==> src/rtl/seg_scan_ctrl_pkg.sv <==
// Shared constants and types for the seven-segment scan controller.
package seg_scan_ctrl_pkg;
  localparam int   DEF_NUM_DIGITS = 4;
  localparam int   DEF_SCAN_DIV   = 50000;
  localparam int   DEF_DEAD_CYC   = 2;
  localparam int   SEG_NIB_W      = 4;
  localparam logic SEG_SEL_OFF    = 1'b0;

  typedef enum logic {
    PH_DEAD = 1'b0,
    PH_ON   = 1'b1
  } phase_e;
endpackage

==> src/rtl/seg_scan_ctrl_prescaler.sv <==
// Modulo-N counter with clear, count enable and terminal-count flag.
module scan_prescaler #(
  parameter  int N = 4,
  localparam int W = (N > 1) ? $clog2(N) : 1
) (
  input  logic         clk,
  input  logic         rst_n,
  input  logic         clr_i,
  input  logic         en_i,
  output logic [W-1:0] cnt_nxt_o,
  output logic         tc_o
);
  localparam logic [W-1:0] LAST = W'(N - 1);

  logic [W-1:0] cnt_q, cnt_d;

  assign tc_o      = en_i && (cnt_q == LAST);
  assign cnt_nxt_o = cnt_d;

  always_comb begin
    cnt_d = cnt_q;
    if (clr_i || tc_o) cnt_d = '0;
    else if (en_i)     cnt_d = cnt_q + 1'b1;
  end

  always_ff @(posedge clk or negedge rst_n) begin
    if (!rst_n) cnt_q <= '0;
    else        cnt_q <= cnt_d;
  end
endmodule

==> src/rtl/seg_scan_ctrl.sv <==
// Time-multiplexed seven-segment scan controller: shadow register, slot
// sequencing with dead time, leading-zero blanking and registered outputs.
module seg_scan_ctrl
  import seg_scan_ctrl_pkg::*;
#(
  parameter int NUM_DIGITS = DEF_NUM_DIGITS,
  parameter int SCAN_DIV   = DEF_SCAN_DIV,
  parameter int DEAD_CYC   = DEF_DEAD_CYC
) (
  input  logic                            clk,
  input  logic                            rst_n,
  input  logic                            enable,
  input  logic                            load,
  input  logic [SEG_NIB_W*NUM_DIGITS-1:0] value,
  input  logic                            blank_lz,
  output logic [SEG_NIB_W-1:0]            digit,
  output logic [NUM_DIGITS-1:0]           digit_sel,
  output logic                            frame_start
);
  localparam int IDX_W = $clog2(NUM_DIGITS);
  localparam int PRE_W = $clog2(SCAN_DIV);
  localparam logic [IDX_W-1:0] IDX_LAST = IDX_W'(NUM_DIGITS - 1);
  localparam logic [PRE_W-1:0] DEAD_END = PRE_W'(DEAD_CYC);

  logic [NUM_DIGITS-1:0][SEG_NIB_W-1:0] shadow_q, shadow_d;
  logic [IDX_W-1:0]      idx_q, idx_d;
  logic [PRE_W-1:0]      pre_d;
  logic                  tc, run_q, upper_zero;
  logic [NUM_DIGITS-1:0] blank_mask;
  phase_e                phase_d;
  logic [SEG_NIB_W-1:0]  digit_q, digit_d;
  logic [NUM_DIGITS-1:0] sel_q, sel_d;
  logic                  fs_q, fs_d;

  // run_q holds the counter at 0 on the first enabled edge so slot 0
  // always starts with a full DEAD phase and a frame_start pulse.
  scan_prescaler #(.N(SCAN_DIV)) u_pre (
    .clk       (clk),
    .rst_n     (rst_n),
    .clr_i     (!enable),
    .en_i      (enable && run_q),
    .cnt_nxt_o (pre_d),
    .tc_o      (tc)
  );

  always_comb begin
    shadow_d = load ? value : shadow_q;
    idx_d    = idx_q;
    if (!enable)   idx_d = '0;
    else if (tc)   idx_d = (idx_q == IDX_LAST) ? '0 : idx_q + 1'b1;
  end

  // Digit k blanks when it and every more significant nibble are zero.
  always_comb begin
    blank_mask = '0;
    upper_zero = 1'b1;
    for (int k = NUM_DIGITS - 1; k > 0; k--) begin
      upper_zero    = upper_zero && (shadow_q[k] == '0);
      blank_mask[k] = upper_zero;
    end
  end

  always_comb begin
    phase_d = (pre_d < DEAD_END) ? PH_DEAD : PH_ON;
    digit_d = shadow_q[idx_d];
    sel_d   = {NUM_DIGITS{SEG_SEL_OFF}};
    if (enable && phase_d == PH_ON && !(blank_lz && blank_mask[idx_d]))
      sel_d = NUM_DIGITS'(1) << idx_d;
    fs_d    = enable && (!run_q || (tc && idx_q == IDX_LAST));
  end

  always_ff @(posedge clk or negedge rst_n) begin
    if (!rst_n) begin
      shadow_q <= '0;
      idx_q    <= '0;
      run_q    <= 1'b0;
      digit_q  <= '0;
      sel_q    <= '0;
      fs_q     <= 1'b0;
    end else begin
      shadow_q <= shadow_d;
      idx_q    <= idx_d;
      run_q    <= enable;
      digit_q  <= digit_d;
      sel_q    <= sel_d;
      fs_q     <= fs_d;
    end
  end

  assign digit       = digit_q;
  assign digit_sel   = sel_q;
  assign frame_start = fs_q;
endmodule

==> config.mk <==
export PLATFORM = sky130hd
export DESIGN_NAME = seg_scan_ctrl
export DESIGN_NICKNAME = d
export VERILOG_FILES = /design/src/rtl/seg_scan_ctrl_pkg.sv /design/src/rtl/seg_scan_ctrl_prescaler.sv /design/src/rtl/seg_scan_ctrl.sv
export SDC_FILE = /design/constraint.sdc
export NUM_CORES = 1
export LEC_CHECK = 0
export ABC_AREA = 1
export CAP_MARGIN = 20
export CORE_UTILIZATION = 59
export CTS_CLUSTER_DIAMETER = 100
export DETAILED_ROUTE_END_ITERATION = 8
export PLACE_DENSITY = 0.87
export SLEW_MARGIN = 30
export SYNTH_ARGS = -nofsm -noshare
export SYNTH_HDL_FRONTEND = slang
export SYNTH_HIERARCHICAL = 1
export SYNTH_SLANG_ARGS = --single-unit
==> constraint.sdc <==
create_clock -name clk -period 3.3 [get_ports clk]
set_input_delay 0.66 -clock clk [delete_from_list [all_inputs] [get_ports clk]]
set_output_delay 0.66 -clock clk [all_outputs]
set_load 0.02 [all_outputs]
# After elaboration in Yosys (flattened, before gate mapping)

Cells that the tools add are included.

Flip-flop bits (word level): 44
Bits in latches: 0
RAM bits: 0
Memory bits (read-only): 0
Input bits: 21
Output and inout port bits: 9
Logic and storage cells: 45
Memories: 0

Add/subtract/negate cells: 2
Multipliers: 0
Div/mod/pow operators: 0
Magnitude comparators: 2
Equal/unequal tests: 2
Shifts and indexed selects: 1
Multiplexer cells: 11
Bitwise operators: 0
Reduce and logical (&&, ||, !) cells: 17

Operators by type and width:

| cell                                                         | number |
|---|---|
| two-way mux 16 bit                                           | 2 |
| adder 16 x 1 -> 16 bit (second input constant)               | 1 |
| equality test 16 bit (second input constant)                 | 1 |
| less-than comparator 16 x 2 -> 1 bit (second input constant) | 1 |
| logical NOT 4 bit                                            | 3 |
| logical AND 1 bit                                            | 9 |
| binary-select mux 4 bit (select 2 bit)                       | 1 |
| two-way mux 4 bit                                            | 2 |
| two-way mux 2 bit                                            | 3 |
| left shift 1 x 2 -> 4 bit (first input constant)             | 1 |
| logical NOT 1 bit                                            | 3 |
| less-than comparator 2 x 3 -> 1 bit (second input constant)  | 1 |
| adder 2 x 1 -> 2 bit (second input constant)                 | 1 |
| binary-select mux 1 bit (select 2 bit)                       | 1 |
| equality test 2 bit (second input constant)                  | 1 |
| logical OR 1 bit                                             | 2 |
| two-way mux 1 bit                                            | 2 |

# Longest topological paths before layout

Word-level depth: 10
Depth in mapped cells: 17
Mapped depth without buffers: 16

# Modules after synthesis

Netlist, hierarchy kept.

By module, submodules not included:

| module         | times used | cells an instance | area each (um^2) | seq. area each (um^2) |
|---|---|---|---|---|
| seg_scan_ctrl  | 1          | 157               | 1318.8           | 700.7 |
| scan_prescaler | 1          | 127               | 1014.7           | 400.4 |

# Least setup slack after synthesis

Ideal clock, no wire load.

Kind: input to register
Start: input port enable
End: register digit_q[1] (netlist: digit[1])
Library setup time: 0.065 ns
Data arrival time: 1.954 ns
Data required time: 3.235 ns
Slack: 1.281 ns
Stages on the path: 17
Buffers on the path: 1
Path through: nand2_1 -> inv_1 -> nand2_1 -> clkinv_1 -> nand2_1 -> nor2_1 -> nand3_4 -> inv_1 -> inv_2 -> nand2_1 -> nand3_2 -> nor2_4 -> buf_12 -> nand2_2 -> o21ai_2 -> nand2_1 -> nand2_1

Longest elaborated chain between the ends: 6

RTL lines:

| element                                 | line                          | text |
|---|---|---|
| start: declaration                      | seg_scan_ctrl.sv:12           | `input logic enable,` |
| logical AND 1 bit                       | seg_scan_ctrl.sv:41           | `.en_i (enable && run_q),` |
| logical AND 1 bit                       | seg_scan_ctrl_prescaler.sv:17 | `assign tc_o = en_i && (cnt_q == LAST);` |
| via tc                                  | seg_scan_ctrl.sv:28           | `logic tc, run_q, upper_zero;` |
| two-way mux 2 bit                       | seg_scan_ctrl.sv:50           | `else if (tc) idx_d = (idx_q == IDX_LAST) ? '0 : idx_q + 1'b1;` |
| two-way mux 2 bit                       | seg_scan_ctrl.sv:49           | `if (!enable) idx_d = '0;` |
| via idx_d[0]                            | seg_scan_ctrl.sv:26           | `logic [IDX_W-1:0] idx_q, idx_d;` |
| binary-select mux 4 bit (select 2 bit)  | seg_scan_ctrl.sv:65           | `digit_d = shadow_q[idx_d];` |
| two-way mux 4 bit (implied by the code) | seg_scan_ctrl.sv:65           |  |
| via digit_d[1]                          | seg_scan_ctrl.sv:31           | `logic [SEG_NIB_W-1:0] digit_q, digit_d;` |
| end signal: assignment                  | seg_scan_ctrl.sv:84           | `digit_q <= digit_d;` |
| end: declaration                        | seg_scan_ctrl.sv:31           |  |

The timed path passes the listed nets, and every way through them passes these cells. The select of a mux whose other input is x is not followed.
A chain may end at the register's enable or synchronous reset.

# Worst setup path in the final report

Start: input port enable
End: register digit_q[2] (netlist: digit[2])

Longest elaborated chain between the ends: 6

RTL lines:

| element                                 | line |
|---|---|
| logical AND 1 bit                       | seg_scan_ctrl.sv:41 |
| logical AND 1 bit                       | seg_scan_ctrl_prescaler.sv:17 |
| via tc                                  | seg_scan_ctrl.sv:28 |
| two-way mux 2 bit                       | seg_scan_ctrl.sv:50 |
| two-way mux 2 bit                       | seg_scan_ctrl.sv:49 |
| binary-select mux 4 bit (select 2 bit)  | seg_scan_ctrl.sv:65 |
| two-way mux 4 bit (implied by the code) | seg_scan_ctrl.sv:65 |
| via digit_d[2]                          | seg_scan_ctrl.sv:31 |

The timed path passes the listed nets, and every way through them passes these cells. The select of a mux whose other input is x is not followed.

==> flow_summary_export.csv <==
group,metric,value,unit
worst_hold_path,hp-class,"primary input to async pin",
final_layout,drive_above_1_share,16.72,%
place,dp_slack,0.4045,ns
cts,htree_levels,2,
critical_path,crit_slowest_cell,"clkdlybuf4s50_1",
synthesis,ys_types,30,
sta,drv_slew,0,
critical_path,cp.required,3.53,ns
critical_path,cp_top_family,"buffers and inverters",
sta,worstMarginPinSlew,0.8184,ns
global_route,use_met3,5.634,%
cts,clock_latency,0.29,ns
critical_path,worstPathCellList,"clkdlybuf4s50_1, nand2_1, inv_1, nand2_1, clkinv_1, nand2_1, nor2_1, nand3_4, inv_1, inv_2, nand2_1, nand3_2, nor2_4, buf_4, nand2_2, o21ai_2, nand2_1, nand2_1",
place,dpl-instance-area,2639,um^2
cts,cts_buffers,5,
sta,period_minus_slack,2.593,ns
cts,cts-root-buf,"clkbuf_8",
critical_path,crit_path_end_kind,"flip-flop",
power,vdd_drop_max,0.4106,mV
critical_path,cp_common_cell,"nand2_1",
global_route,busiest_layer,"met2",
global_route,grt_first_pass_wirelength,7845,um
floorplan,die_w,64.89,um
sta,finalCritPeriodShare,78.57,%
critical_path,crit_start,"enable",
cts,cts_setup_buffers,0,
synthesis,synth_top_family_by_area,"simple AND/OR/NAND/NOR gates",
drt,ant_nets,0,
cts,clk_path_buf_depth,2,
final_layout,final_area,2734,um^2
sta,slew_headroom,45.27,%
cts,path_clk_slew,0.08,ns
synthesis,synth-simple-area-share,32.06,%
drt,drt_wl_total,4509,um
sta,fin_setup_tns,0,ns
critical_path,reg2reg_depth,14,
critical_path,cp_max_fo,10,
floorplan,core,3716,um^2
drt,first_pass_iters,5,
sta,rsz0062_at_grt,"no",
critical_path,r2r_start,"u_pre/cnt_q[0]$_DFF_PN0_",
synthesis,syn_area_per_cell,8.217,um^2
flow_run,maxCapViolations,0,
synthesis,netlist_area,2333,um^2
global_route,grt_pass1_vias,1873,
cts,ctsResizeCount,0,
place,dp_hpwl,3383,um
synthesis,synth_top_cell_by_area,"dfrtp_1",
cts,cts_tree,"yes",
synthesis,synth-seq-cells,44,
critical_path,path_depth,18,
critical_path,start_kind,"primary input",
global_route,antenna_found_initial,0,
place,gp_congestion,0.9008,
floorplan,ios,30,
synthesis,ys_top_cells_by_area,"dfrtp_1 47%, nand2_1 10%, nor2_1 7.2%",
power,powerDensity,380.0,nW/um^2
synthesis,synthesis.nets,307,
outcome,status,"finished, final reports clean",
floorplan,die_h,64.89,um
drt,vias,1891,
synthesis,synth_top_area_share,47.18,%
drt,drt_iter0_drc,137,
synthesis,muxShareOfSynthArea,1.930,%
drt,vias_per_cell,5.181,
synthesis,ys_warn_count,6,
place,portBuffers,29,
synthesis,synthAdderAreaFrac,1.072,%
global_route,grt_start_max_net_pins,45,
synthesis,synthCells,284,
drt,wl_per_cell,12.35,um
sta,hold_violations,0,
global_route,use_met2,44.40,%
floorplan,rows,22,
cts,cts_hold_buf,0,
power,static-leakage-power,1.246,nW
global_route,grt_use_met1,27.82,%
final_layout,syn_to_final_growth,17.16,%
floorplan,start_util,62.79,%
critical_path,max_stage_delay,0.56,ns
floorplan,die_area,4211,um^2
sta,setup_violations,0,
synthesis,synth_xor_area_share,3.378,%
cts,clock-sinks,44,
drt,drc,0,
sta,fmax,0.3857,GHz
synthesis,synth_compound_area_share,6.220,%
global_route,grt_use_total,24.72,%
final_layout,diodes,0,
synthesis,ys_seq_area_share,47.18,%
global_route,grt_overflow,0,
final_layout,fin_nets,339,
critical_path,cp.arrival,2.83,ns
sta,setup_ws,0.7073,ns
critical_path,crit_buf_inv,6,
sta,fin_skew,0.005188,ns
critical_path,crit_type,"primary input to flip-flop",
[cell usage after synthesis]
cell type / number
a21oi_1: 4
buf_12: 1
buf_2: 1
buf_4: 1
buf_8: 1
clkbuf_1: 2
clkinv_1: 1
dfrtp_1: 44
ha_1: 2
inv_1: 31
inv_2: 4
mux2_2: 4
nand2_1: 62
nand2_2: 7
nand2_4: 1
nand2b_1: 1
nand3_1: 18
nand3_2: 2
nand3_4: 1
nand3b_1: 1
nand4_1: 3
nor2_1: 45
nor2_2: 13
nor2_4: 4
nor3_1: 1
o21ai_0: 14
o21ai_2: 5
o21bai_2: 1
xnor2_1: 2
xor2_1: 7
[worst paths after layout]
| path | to | slack [ns] |
|---|---|---|
| setup / recovery | digit[2]$_DFF_PN0_ | 0.71 |
| hold / removal | shadow_q[6]$_DFFE_PN0P_ | 0.34 |
| setup reg to reg | digit[2]$_DFF_PN0_ | 1.24 |
| hold reg to reg | frame_start$_DFF_PN0_ | 0.44 |
| max in group asynchronous | digit_sel[1]$_DFF_PN0_ | 2.59 |
| min in group clk | frame_start$_DFF_PN0_ | 0.44 |
[registers in the layout (all words and copies together) (netlist names)]
signal       cells
digit_sel        4
digit            4
idx_q            2
u_pre/cnt_q     16
frame_start      1
run_q            1
shadow_q        16
[per-layer routing]
layer,up-vias,share of wire (%)
met5,-,0
met4,0,2.3
met3,10,3.7
met2,53,54
met1,882,40
li1,946,-
[layout make-up]
type                    count  area (um^2)
repair buffers             31        302.8
inverters                  36        135.1
flip-flops and latches     44         1101
clock inverters             2        10.01
fillers                   296        982.2
multi-input cells         198         1042
clock buffers               6        82.58
well taps                  48        60.06
[power breakdown]
part | switching, mW | total, mW | internal [mW]
clock network | 0.181 | 0.348 | 0.167
logic | 0.0598 | 0.112 | 0.0525
registers | 0.0141 | 0.578 | 0.564
total | 0.255 | 1.04 | 0.784
[stage by stage]
stage | util [%] | power (mW) | hold slack (ns) | std cells
3_5_place_dp | 71.01 | 0.7020 | 0.4363 | 357
4_1_cts | 73.50 | 1.045 | 0.4485 | 365
5_1_grt | 73.57 | 1.085 | 0.3858 | 365
2_1_floorplan | - | 0.6456 | 0.3644 | 284
3_3_place_gp | 71.01 | 0.6978 | 0.4320 | 357
6_report | 73.57 | 1.039 | 0.3405 | 365
[kinds of logic (layout without fill, tap and decap cells)]
family          count (synthesis)  after routing
xor+xnor                        9              9
mux                             4              4
buf+inv                        42             75
fa+ha+maj                       2              2
compound gates                 24             24
simple gates                  159            159
flops                          44             44
[cell usage in the layout (no fill, tap or decap)]
cell / count
nor2_4: 4
dfrtp_1: 44
buf_4: 3
ha_1: 2
clkinv_1: 1
nand2_1: 62
nor3_1: 1
nand3_1: 18
nand3b_1: 1
o21ai_0: 14
nor2_2: 13
nand2b_1: 1
clkdlybuf4s50_1: 28
nand3_2: 2
clkbuf_8: 6
nand2_2: 7
o21bai_2: 1
mux2_2: 4
xor2_1: 7
xnor2_1: 2
inv_1: 31
a21oi_1: 4
nand2_4: 1
nand4_1: 3
inv_2: 4
clkinv_2: 2
nand3_4: 1
nor2_1: 45
o21ai_2: 5
No activity file was read; power rests on OpenSTA's default activity.
==> patch 1 (config.mk and constraints unchanged) <==
Set the package constant `DEF_NUM_DIGITS` to 8 (it was 4).
--- a/src/rtl/seg_scan_ctrl_pkg.sv
+++ b/src/rtl/seg_scan_ctrl_pkg.sv
@@ -1,6 +1,6 @@
 // Shared constants and types for the seven-segment scan controller.
 package seg_scan_ctrl_pkg;
-  localparam int   DEF_NUM_DIGITS = 4;
+  localparam int   DEF_NUM_DIGITS = 8;
   localparam int   DEF_SCAN_DIV   = 50000;
   localparam int   DEF_DEAD_CYC   = 2;
   localparam int   SEG_NIB_W      = 4;
Ports: changed (resized digit_sel and value); port bits go from 30 to 50. The function was not compared with the original's and may differ.
==> patch 1 against the original RTL <==
Sequential cell count grew 21. Core utilization up 4.6 points. Area after synthesis grew 42%. Sequential power is 50% higher. Count of clock-buffer cells in the layout is 4 higher. Total power rose by 75%. Global-route usage increased by 2.9 points. Worst setup slack worse by 290 ps. Cell count is 49% higher. Highest routed layer unchanged. Wire length grew 61%. Cell area up 51%. Fmax fell by 10%. Non-clock buffer count is 23 higher.
==> patch 1: results (changes against the original RTL) <==
• **All-Layer GR Usage** 27.6%, +2.9 points
• **status** finished clean
• **Routed met2 length** 3610 µm, +49%
• **number of detailed-route iterations in the first pass** 4, -1
• **share of the final layout cell area in multi-input gates** 34.9%, -3.2 points
• **fin nets** 509, +50%
• **DP Wirelength** 5300 µm, +57%
• **ratio of cells with drive above 1 in the final layout** 13.5%, -3.2 points
• **Routed WL** 7280 µm, +61%
• **Vias/cell** 5.26, +1.5%
• **layout filler cell count** 376, +27%
• **routed length on met3** 479 µm, +180%
• **insertion delay to the later sink of the worst-skew pair** 350 ps, +60 ps
• **signal buffers share of area** 13.0%, +1.9 points
• **share of cell area taken by muxes after synthesis** 1.69%, -0.24 points
• **clock buffer instance count of the final layout** 10, +4
• **IR Drop Worst-Case VDD** 0.000357 V, -13%
• **final total power** 0.00182 W, +75%
• **clk cell area share** 5.56%, +2.2 points
• **via count of the first global-routing pass** 2832, +51%
• **global routing usage on met2** 46.3%, +1.8 points
• **inverters** 54, +50%
• **Max-slew headroom** 48.4%, +3.1 points
• **flop and latch count out of synthesis** 65, +48%
• **M3 GR Usage** 8.45%, +2.8 points
• **Post-Route Skew** 6.99 ps, +1.80 ps
• **adder and majority cell fraction of the synthesized area** 1.13%, +0.057 points
• **switching share of power** 24.4%, -0.13 points
• **# port buffers** 49, +69%
• **placer's final routability congestion estimate** 0.850, -5.6%
• **fraction of area in registers** 39.5%, -0.80 points
• **power in combinational cells** 0.000186 W, +66%
• **multi-input combinational gate total** 285, +44%
• **Pleak** 1.90 nW, +53%
• **ranking of synthesized cells by area** sky130_fd_sc_hd__dfrtp_1 49%, sky130_fd_sc_hd__nand2_1 15%, sky130_fd_sc_hd__inv_1 5.1%
patch 1: worst paths after layout:
kind / startpoint / end / slack, ps / depth (start not counted)
max: enable / digit[0] / 420 / 19
min: rst_n / u_pre/cnt_q[10] / 390 / 1
max reg2reg: run_q / digit[0] / 960 / 18
min reg2reg: run_q / frame_start / 480 / 1
max in group asynchronous: rst_n / shadow_q[11] / 2290 / 2
min in group clk: run_q / frame_start / 480 / 1
patch 1: worst max-delay path: cells and delay by family:
family	cells	cell delay [ps]
simple gates	13	1310
buf+inv	6	1200
patch 1: logic make-up (layout without fill, tap and decap cells):
group,after synthesis,in the layout
AND/OR/NAND/NOR,228,228
flip-flops,65,65
buffers and inverters,63,124
AO/OA/AOI/OAI,40,40
XOR/XNOR,9,9
multiplexers,5,5
adder cells (fa/ha/maj),3,3
patch 1: through the flow:
step / std cells / area, µm²
after floorplan: 413 / 3320
after CTS: 544 / 4120
after global routing: 544 / 4120
after global placement: 528 / 3890
after detailed placement: 528 / 3890
final: 544 / 4120
==> patch 2 (config.mk and constraints unchanged) <==
Made on the original files. Register the output `digit_sel` once more, with the module's reset; this adds one clock of latency there. The other outputs are not delayed to match.
--- a/src/rtl/seg_scan_ctrl.sv
+++ b/src/rtl/seg_scan_ctrl.sv
@@ -88,7 +88,13 @@
   end
 
   assign digit       = digit_q;
-  assign digit_sel   = sel_q;
+  always_ff @(posedge clk or negedge rst_n) begin
+    if (!rst_n) begin
+      digit_sel <= '0;
+    end else begin
+      digit_sel <= sel_q;
+    end
+  end
   assign frame_start = fs_q;
 endmodule
 
Check against the original RTL: not equivalent (Yosys sat finds a counterexample within 4 cycles, from zero or initial values and one cycle with rst_n low).
==> patch 2 against the original RTL <==
Die area rose by 4.1%. First-iteration DRC count rose by 15%. Sequential cell count grew 4. Synthesized cell count increased by 1.4%. Register-to-register slack worse by 110 ps. Area after synthesis is 4.2% higher. Cell area rose by 5.0%. Global-route usage decreased by 0.44 points. Total power grew 18%. Worst setup slack worse by 54 ps. Wire length is 0.38% lower. Sequential share of layout area rose by 1.6 points. Largest power group unchanged. Highest routed layer unchanged.
==> patch 2: results (changes against the original RTL) <==
• **Post-Route Skew** 8.23 ps, +3.05 ps
• **IR Drop Worst-Case VDD** 0.000360 V, -12%
• **sequential area share after synthesis** 49.4%, +2.2 points
• **GR Util met1** 32.3%, +4.5 points
• **Met1 Routed Length** 2020 µm, +11%
• **ratio of cells with drive above 1 in the final layout** 16.0%, -0.73 points
• **most frequent cells after synthesis** 62 x sky130_fd_sc_hd__nand2_1, 48 x sky130_fd_sc_hd__dfrtp_1, 45 x sky130_fd_sc_hd__nor2_1
• **syn_nets** 311, +1.3%
• **worst-case register-to-register setup slack** 1130 ps, -110 ps
• **switching component of the power** 0.000261 W, +2.3%
• **depth of the worst register-to-register path** 13, -1
• **Final Instance Count excl. Fillers** 367, +0.55%
• **worst slack after detailed placement** 342 ps, -62.1 ps
• **initial drt markers** 157, +15%
• **wire length of the first global-routing pass** 7780 µm, -0.88%
• **All-Layer GR Usage** 24.3%, -0.44 points
• **pin count of the biggest net entering global routing** 49, +8.9%
• **Tcrit/Tclk final** 80.2%, +1.6 points
• **M3 GR Usage** 5.69%, +0.056 points
• **fraction of the mapped netlist area in compound gates** 5.97%, -0.25 points
• **CP max stage delay** 540 ps, -20 ps
• **RR Endpoint** digit[3]
• **adder and majority cell fraction of the synthesized area** 1.03%, -0.044 points
• **Post-DP Area** 0.00274 mm², +3.9%
• **status** finished clean
• **Max-slew headroom** 44.4%, -0.84 points
• **final total power** 0.00122 W, +18%
• **routed len/inst** 12.2 µm, -0.92%
## patch 2: changes by cell type in the layout (fill, tap and decap cells not counted), sizes merged
cell / change
buf: -1
bufinv: +2
clkbuf: -1
clkinv: -2
dfrtp: +4
## patch 2: cell type report
type                            count  area, µm²  area share, %
Sequential cell                    48       1200           41.8
Clock inverter                      2       60.1           2.09
Inverter                           36        135           4.71
Multi-Input combinational cell    198       1050           36.6
Tap cell                           48       60.1           2.09
Timing Repair Buffer               30        295           10.3
Clock buffer                        5       68.8           2.40
## patch 2: worst min-delay path by stage
stage,start,endpoint,slack [ps],cells after the start
6_report,rst_n,u_pre/cnt_q[4],350,1
5_1_grt,sel_q[0],digit_sel[0],370,0
4_1_cts,sel_q[0],digit_sel[0],350,0
3_5_place_dp,sel_q[0],digit_sel[0],330,0
3_3_place_gp,sel_q[1],digit_sel[1],330,0
2_1_floorplan,sel_q[0],digit_sel[0],330,0
